## src/rtl/keycode_to_scancode_if.sv

```systemverilog
// Keycode-in / scancode-out bus for keycode_to_scancode.
//   strobe_in  keycode valid pulse (master -> slave)
//   keycode    [7:0] key, [8] key-up, [15:9] don't care
//   tx_ready   downstream transmitter can accept a byte
//   strobe_out one-cycle pulse, code_out valid
//   code_out   AT set-2 scancode byte
//   busy       sequence in progress
//   err        one-cycle pulse: unmapped key or strobe_in while busy
interface keycode_to_scancode_if;
    localparam int unsigned KEYCODE_W = 16;
    localparam int unsigned BYTE_W    = 8;

    logic                 strobe_in;
    logic [KEYCODE_W-1:0] keycode;
    logic                 tx_ready;
    logic                 strobe_out;
    logic [BYTE_W-1:0]    code_out;
    logic                 busy;
    logic                 err;

    modport master (
        output strobe_in, keycode, tx_ready,
        input  strobe_out, code_out, busy, err
    );

    modport slave (
        input  strobe_in, keycode, tx_ready,
        output strobe_out, code_out, busy, err
    );
endinterface

```

## src/rtl/keycode_to_scancode.sv

```systemverilog
// keycode_to_scancode: turns a lispm keycode into the AT set-2 scancode
// byte sequence (E0 / F0 prefixes as needed), one byte per strobe, paced by
// tx_ready and spaced by GAP_CYCLES idle cycles.
//   clk    system clock
//   reset  synchronous, active-low reset
//   bus    keycode_to_scancode_if.slave (strobe_in, keycode, tx_ready in;
//          strobe_out, code_out, busy, err out)

// Key -> {ext, sc} table; sc == 8'h00 marks an unmapped key.
module keycode_rom (
    input  logic [7:0] addr,
    output logic [8:0] data
);
    always_comb begin
        data = 9'h000;
        case (addr)
            8'h12:   data = {1'b0, 8'h5A};
            8'h20:   data = {1'b1, 8'h14};
            8'h30:   data = {1'b1, 8'h75};
            8'h31:   data = {1'b1, 8'h72};
            8'h45:   data = {1'b0, 8'h1C};
            8'h46:   data = {1'b0, 8'h32};
            default: data = 9'h000;
        endcase
    end
endmodule

module keycode_to_scancode #(
    parameter int unsigned GAP_CYCLES = 2
) (
    input  logic                  clk,
    input  logic                  reset,
    keycode_to_scancode_if.slave  bus
);
    localparam int unsigned CNT_W  = (GAP_CYCLES < 2) ? 1 : $clog2(GAP_CYCLES + 1);
    localparam int unsigned BYTE_W = 8;

    typedef enum logic [2:0] {
        S_IDLE,
        S_LOOKUP,
        S_E0,
        S_F0,
        S_CODE,
        S_GAP
    } state_t;

    state_t              state_q, state_d;
    state_t              follow_q, follow_d;
    logic [CNT_W-1:0]    cnt_q, cnt_d;
    logic [BYTE_W-1:0]   key_q, key_d;
    logic                up_q, up_d;
    logic                ext_q, ext_d;
    logic [BYTE_W-1:0]   sc_q, sc_d;
    logic                looked_q, looked_d;
    logic                strobe_out_q, strobe_out_d;
    logic [BYTE_W-1:0]   code_out_q, code_out_d;
    logic                err_q, err_d;

    logic [8:0]          rom_data;
    logic                unused_keycode_hi;

    keycode_rom u_rom (
        .addr (key_q),
        .data (rom_data)
    );

    assign unused_keycode_hi = ^bus.keycode[15:9];

    // Next-state and output logic.
    always_comb begin
        state_d      = state_q;
        follow_d     = follow_q;
        cnt_d        = cnt_q;
        key_d        = key_q;
        up_d         = up_q;
        ext_d        = ext_q;
        sc_d         = sc_q;
        looked_d     = looked_q;
        strobe_out_d = 1'b0;
        code_out_d   = code_out_q;
        err_d        = 1'b0;

        case (state_q)
            S_IDLE: begin
                if (bus.strobe_in) begin
                    key_d    = bus.keycode[7:0];
                    up_d     = bus.keycode[8];
                    looked_d = 1'b0;
                    state_d  = S_LOOKUP;
                end
            end

            // First cycle registers the ROM word, second cycle acts on it.
            S_LOOKUP: begin
                if (!looked_q) begin
                    ext_d    = rom_data[8];
                    sc_d     = rom_data[7:0];
                    looked_d = 1'b1;
                end else if (sc_q == 8'h00) begin
                    err_d   = 1'b1;
                    state_d = S_IDLE;
                end else if (ext_q) begin
                    state_d = S_E0;
                end else if (up_q) begin
                    state_d = S_F0;
                end else begin
                    state_d = S_CODE;
                end
            end

            S_E0, S_F0, S_CODE: begin
                if (bus.tx_ready) begin
                    strobe_out_d = 1'b1;
                    case (state_q)
                        S_E0: begin
                            code_out_d = 8'hE0;
                            follow_d   = up_q ? S_F0 : S_CODE;
                        end
                        S_F0: begin
                            code_out_d = 8'hF0;
                            follow_d   = S_CODE;
                        end
                        default: begin
                            code_out_d = sc_q;
                            follow_d   = S_IDLE;
                        end
                    endcase
                    if (GAP_CYCLES == 0) begin
                        state_d = follow_d;
                    end else begin
                        cnt_d   = CNT_W'(GAP_CYCLES);
                        state_d = S_GAP;
                    end
                end
            end

            // Leave on the cycle the counter would reach zero.
            S_GAP: begin
                if (cnt_q <= CNT_W'(1)) begin
                    cnt_d   = '0;
                    state_d = follow_q;
                end else begin
                    cnt_d = cnt_q - CNT_W'(1);
                end
            end

            default: state_d = S_IDLE;
        endcase

        // A keycode offered mid-sequence is dropped and flagged.
        if (state_q != S_IDLE && bus.strobe_in) begin
            err_d = 1'b1;
        end
    end

    // State and output registers.
    always_ff @(posedge clk) begin
        if (!reset) begin
            state_q      <= S_IDLE;
            follow_q     <= S_IDLE;
            cnt_q        <= '0;
            key_q        <= '0;
            up_q         <= 1'b0;
            ext_q        <= 1'b0;
            sc_q         <= '0;
            looked_q     <= 1'b0;
            strobe_out_q <= 1'b0;
            code_out_q   <= '0;
            err_q        <= 1'b0;
        end else begin
            state_q      <= state_d;
            follow_q     <= follow_d;
            cnt_q        <= cnt_d;
            key_q        <= key_d;
            up_q         <= up_d;
            ext_q        <= ext_d;
            sc_q         <= sc_d;
            looked_q     <= looked_d;
            strobe_out_q <= strobe_out_d;
            code_out_q   <= code_out_d;
            err_q        <= err_d;
        end
    end

    assign bus.strobe_out = strobe_out_q;
    assign bus.code_out   = code_out_q;
    assign bus.err        = err_q;
    assign bus.busy       = (state_q != S_IDLE);
endmodule

```

## src/flat_wrapper.sv

```systemverilog
// flat-port wrapper written by rule: the top's interface ports become plain ports
module keycode_to_scancode_flat 
#(
    parameter int unsigned GAP_CYCLES = 2
)
  (clk, reset, bus_strobe_in, bus_keycode, bus_tx_ready, bus_strobe_out, bus_code_out, bus_busy, bus_err);
  keycode_to_scancode_if bus_i ();
  input  logic clk;
  input  logic reset;
  input wire logic [$bits(bus_i.strobe_in)-1:0] bus_strobe_in;
  input wire logic [$bits(bus_i.keycode)-1:0] bus_keycode;
  input wire logic [$bits(bus_i.tx_ready)-1:0] bus_tx_ready;
  output wire logic [$bits(bus_i.strobe_out)-1:0] bus_strobe_out;
  output wire logic [$bits(bus_i.code_out)-1:0] bus_code_out;
  output wire logic [$bits(bus_i.busy)-1:0] bus_busy;
  output wire logic [$bits(bus_i.err)-1:0] bus_err;
  assign bus_i.strobe_in = bus_strobe_in;
  assign bus_i.keycode = bus_keycode;
  assign bus_i.tx_ready = bus_tx_ready;
  assign bus_strobe_out = bus_i.strobe_out;
  assign bus_code_out = bus_i.code_out;
  assign bus_busy = bus_i.busy;
  assign bus_err = bus_i.err;
  keycode_to_scancode #(.GAP_CYCLES(GAP_CYCLES)) u_core (.clk(clk), .reset(reset), .bus(bus_i));
endmodule
```

## config.mk

```make
export PLATFORM = sky130hd
export DESIGN_NAME = keycode_to_scancode_flat
export DESIGN_NICKNAME = d
export VERILOG_FILES = /design/src/rtl/keycode_to_scancode_if.sv /design/src/rtl/keycode_to_scancode.sv /design/src/flat_wrapper.sv
export SDC_FILE = /design/constraint.sdc
export NUM_CORES = 1
export LEC_CHECK = 0
export BUFFER_PORTS_ARGS = -buffer_cell sky130_fd_sc_hd__buf_2
export CAP_MARGIN = 20
export CORE_ASPECT_RATIO = 1.25
export CORE_MARGIN = 2
export CORE_UTILIZATION = 50
export DETAILED_ROUTE_END_ITERATION = 7
export GPL_ROUTABILITY_DRIVEN = 0
export PLACE_DENSITY_LB_ADDON = 0.2
export SKIP_CTS_REPAIR_TIMING = 1
export SLEW_MARGIN = 20
export SYNTH_ARGS = -nofsm -noshare
export SYNTH_HDL_FRONTEND = slang
export SYNTH_SLANG_ARGS = --single-unit
```

## constraint.sdc

```tcl
create_clock -name clk -period 1.8 [get_ports clk]
set_input_delay 0.36 -clock clk [delete_from_list [all_inputs] [get_ports clk]]
set_output_delay 0.36 -clock clk [all_outputs]
set_load 0.02 [all_outputs]
```

# Yosys cells after proc, flatten, opt, wreduce, memory -nomap -nowiden

Index checks and enable logic that the tools add are counted.

$lt $le $gt $ge: 1
Equality and inequality tests: 15
$add $sub $neg: 1
Bitwise logic cells: 1
Multiplexer cells: 21
Reductions and logical operators: 14

Operators with widths:

| cell                                                  | count |
|---|---|
| case mux 9 bit (6 select lines)                       | 1 |
| equality test 8 x 6 -> 1 bit, second input constant   | 3 |
| 2-to-1 mux 3 bit                                      | 7 |
| equality test 8 x 7 -> 1 bit, second input constant   | 2 |
| case mux 8 bit (2 select lines)                       | 1 |
| case mux 3 bit (4 select lines)                       | 1 |
| AND reduction 2 bit                                   | 6 |
| equality test 8 x 5 -> 1 bit, second input constant   | 1 |
| logical NOT 8 bit                                     | 1 |
| equality test 3 x 2 -> 1 bit, second input constant   | 2 |
| equality test 3 bit, second input constant            | 2 |
| 2-to-1 mux 1 bit                                      | 6 |
| case mux 3 bit (2 select lines)                       | 1 |
| 2-to-1 mux 2 bit                                      | 2 |
| inequality test 2 x 1 -> 1 bit, second input constant | 2 |
| inequality test 2 bit, second input constant          | 2 |
| case mux 2 bit (2 select lines)                       | 1 |
| AND reduction 4 bit                                   | 1 |
| nonzero test 2 bit                                    | 2 |
| equality test 3 x 1 -> 1 bit, second input constant   | 1 |
| logical NOT 3 bit                                     | 1 |
| nonzero test 3 bit                                    | 1 |
| OR reduction 3 bit                                    | 1 |
| <= comparator 2 x 1 -> 1 bit, second input constant   | 1 |
| 4 further kinds                                       | 4 |

Bits of input ports: 20
Logic and storage cells: 64
Flip-flop bits (word level): 37
Output and inout port bits: 11

# Longest topological paths before layout

Word-level depth: 5
Gate-level depth with buffers: 6
Mapped depth without buffers: 4

# By module

From an unflattened synthesis, not the netlist that was laid out.

Cell total of the unflattened synthesis: 233
Area total of the unflattened synthesis: 1744.2 µm²

Modules (own cells, without submodules):

| module              | cells each | area an instance (µm²) | seq. area each (µm²) | times used |
|---|---|---|---|---|
| keycode_to_scancode | 202        | 1551.5                 | 720.7                | 1 |
| keycode_rom         | 31         | 192.7                  | 0.0                  | 1 |

# Least setup slack after synthesis

OpenSTA, ideal clock, no wires.

Path type: reg2reg
Start: register u_core.state_q[2]
End: register u_core.state_q[0]
Stages on the path, launching flop included: 5
Required time: 1683 ps
Arrival time: 1373 ps
Clock period less this slack: 1490 ps
Setup time: 117 ps
Slack: 310 ps
Path buffers: 0
Cell sequence: dfxtp_1 > mux2_4 > o311a_4 > nor3b_1 > a32o_1

Word-level cells in the longest chain between the ends: 4
Elaborated cells on any way between the ends: 13
Those cells by class: eq/ne: 9; mux: 1; reduce/logical: 3

RTL lines:

| element                                                                    | line                       | text |
|---|---|---|
| start: declaration                                                         | keycode_to_scancode.sv:47  | `state_t state_q, state_d;` |
| start signal: assignment                                                   | keycode_to_scancode.sv:171 | `state_q <= state_d;` |
| equality test 3 x 2 -> 1 bit / equality test 3 bit (equally long branches) | keycode_to_scancode.sv:83  | `case (state_q)` |
| OR reduction 3 bit                                                         | keycode_to_scancode.sv:83  |  |
| inequality test 2 bit (no source line)                                     | n/a                        |  |
| AND reduction 4 bit (no source line)                                       | n/a                        |  |

Several ways; a longest one is shown, not always the timed one.
A chain may end at the register's enable or synchronous reset.

# Worst setup path in the final report

Same ends and word-level chain as after synthesis.

==> metrics <==
status=finished, final reports clean; FF+latch count, synth=35; Multi-input gate area=~950 um2; Fin. Hold Viols=0; post-synthesis cell area=0.001712 mm2; Clock transition at path regs=approximately 0.07 ns; Die Area=0.003910 mm2; IO Port Bufs=23; Post-DP HPWL=2641 um; GRT met3 Usage=4.104%; Setup crit start kind=register; GR Util met2=36.60%; CTS H-tree lvls=2; final setup margin=0.1312 ns; Worst Path Buf+Inv=0; Setup Skew=about 0.0018 ns; RSZ-0062 raised after global routing=false; mean cell area of the mapped netlist=~8.7 um2; vias in the first global route=1498; CP Data Required Time=1.98 ns; CP max stage cell=dfxtp_1; hold_sp=bus_keycode[8]; max cap viols=0; data arrival time of the worst path=1.85 ns; cts bufs inserted=5; Leak=0.7369 nW; largest vdd supply drop=0.0007251 V; ANT nets after route=0; most common cell after layout, fill and taps aside=nand2_1; Place WS=about 0.14 ns; CTS tree=yes; Top Ports=31; FILL cells=296; DR pass1 iterations=4; synth unique cells=49; layer with the highest usage=met2; Tmin final=1.669 ns; syn nets=between 200 and 250; Root Buffer=clkbuf_8; WL final=around 3500 um; layout cells sized above 1=22.42%; met1 Use GR=21.57%; worst slew pin tran=0.5510 ns; wire length per cell=between 10 and 15 um; EDFF count, synth=0; Critical Path Source=u_core.state_q[2]$_SDFFE_PN0P_; CP Cell Sequence=mux2_4 -> o311a_4 -> nor3b_1 -> a32o_1; height of the die=69.42 um; Sequential Area=roughly 700 um2; synthesized instance count=197; total power=2.393 mW; TNS Setup=0 ns; initial core utilization=52.64%; initial antenna violation count=0; GRT Util Overall=20.14%; pin count of the biggest net entering global routing=22; fmax=between 500 and 600 MHz; Row Count=23; worst hold path type=in -> reg; worst r2r src=u_core.state_q[2]$_SDFFE_PN0P_; period utilization=92.71%; Post-DP Area=0.001861 mm2; endpoint class of the critical path=register; register area share after synthesis=40.94%; Worst-Skew Late Latency=0.28 ns; # DRC=0; Worst path max stage delay=0.54 ns; DRT iter0 DRCs=52; global-route wire length before repair=6348 um; number of antenna diodes=0; chip width=56.33 um; Final Max Tran Viols=0; gr ovfl total=0; worst-path maximum fanout=10; Final Setup Violations=0; Synth Flop Type=dfxtp_1; Slew headroom=62.75%; core region area=around 0.0033 mm2; Async SR Flop Fraction=0%; CTS Buffer Depth=2; TritonCTS Sinks=35; Worst path top cell family by delay=flip-flops; final instance area=0.001951 mm2; PwrDens=1227 mW/mm2; Syn. warnings=0; Nets=242; most frequent cells in the layout=37 x nand2_1, 35 x dfxtp_1, 23 x buf_2; worst setup path class=reg -> reg; area grow syn2layout=13.96%; DR vias=1479; number of vias per cell=between 5 and 6
[power breakdown]
| part | leakage [nW] | switching, mW | total (mW) | internal (mW) |
|---|---|---|---|---|
| Combinational | 0.412 | 0.445 | 0.778 | 0.334 |
| Clock | 0.0402 | 0.286 | 0.555 | 0.269 |
| Sequential | 0.285 | 0.156 | 1.06 | 0.903 |
[worst reg2reg max path, cell delays in order, from the launching register on]
cell     delay [ns]
dfxtp_1        0.54
mux2_4         0.34
o311a_4        0.32
nor3b_1        0.15
a32o_1         0.21
[synth_stat cells (2+ instances only)]
cell      count  share of area (%)
nand3b_1      4                1.8
nor4b_1       3                1.5
nor2_1        6                1.3
nand2_1      37                8.1
nand4b_1      2                1.0
dfxtp_1      35                 41
nor3b_2       2                1.5
o21ai_0      10                2.9
nor3_1        5                1.5
nor3b_1       2               0.88
nand3_1       2               0.58
buf_4         3                1.3
o211a_1       2                1.2
a21boi_0     10                4.4
a21boi_1     11                4.8
clkbuf_1      6                1.3
a221oi_1      2                1.0
nand2b_1      6                2.2
nand4_1       4                1.5
a21oi_1      10                2.9
and2_1        2               0.73
nor2b_1       3                1.1
inv_1         4               0.88
[per-stage QoR]
stage	utilization, %	instances	hold WS, ns
6_report	59.98	260	0.3083
5_1_grt	59.98	260	0.3223
4_1_cts	59.95	260	0.3010
3_5_place_dp	57.21	252	0.4428
3_3_place_gp	57.21	252	0.4365
2_1_floorplan	-	197	0.4439
[worst paths after layout]
path / to / slack (ns) / cells after the start
setup / recovery: u_core.state_q[0]$_SDFFE_PN0P_ / 0.13 / 4
setup reg to reg: u_core.state_q[0]$_SDFFE_PN0P_ / 0.13 / 4
hold / removal: u_core.up_q$_SDFFE_PN0P_ / 0.31 / 3
hold reg to reg: u_core.bus.code_out[1]$_SDFFE_PN0P_ / 0.45 / 2
[metal layers]
metal	wire (um)	share of wire, %
met1	1466	42
met2	1846	53
met3	112	3.2
met4	40	1.2
met5	0	0
[final cells by class]
cell class	instances	area share, %
repair buffers	28	7.826
multi-input cells	148	48.56
flip-flops and latches	35	35.92
well taps	37	2.373
inverters	4	0.7697
clock buffers	5	3.528
clock inverters	3	1.026
[flip-flops by register name (all words and copies together) (netlist names)]
signal / count
u_core.state_q: 3
u_core.follow_q: 2
u_core.ext_q: 1
u_core.bus.code_out: 8
u_core.cnt_q: 2
u_core.bus.err: 1
u_core.up_q: 1
u_core.sc_q: 7
u_core.key_q: 8
u_core.bus.strobe_out: 1
u_core.looked_q: 1
[cell families after synthesis]
family / synth area share [%]
multiplexers: 1.462
AO/OA/AOI/OAI: 25.00
buffers and inverters: 3.800
AND/OR/NAND/NOR: 28.80
flip-flops: 40.94
No activity file was read; power rests on OpenSTA's default activity.
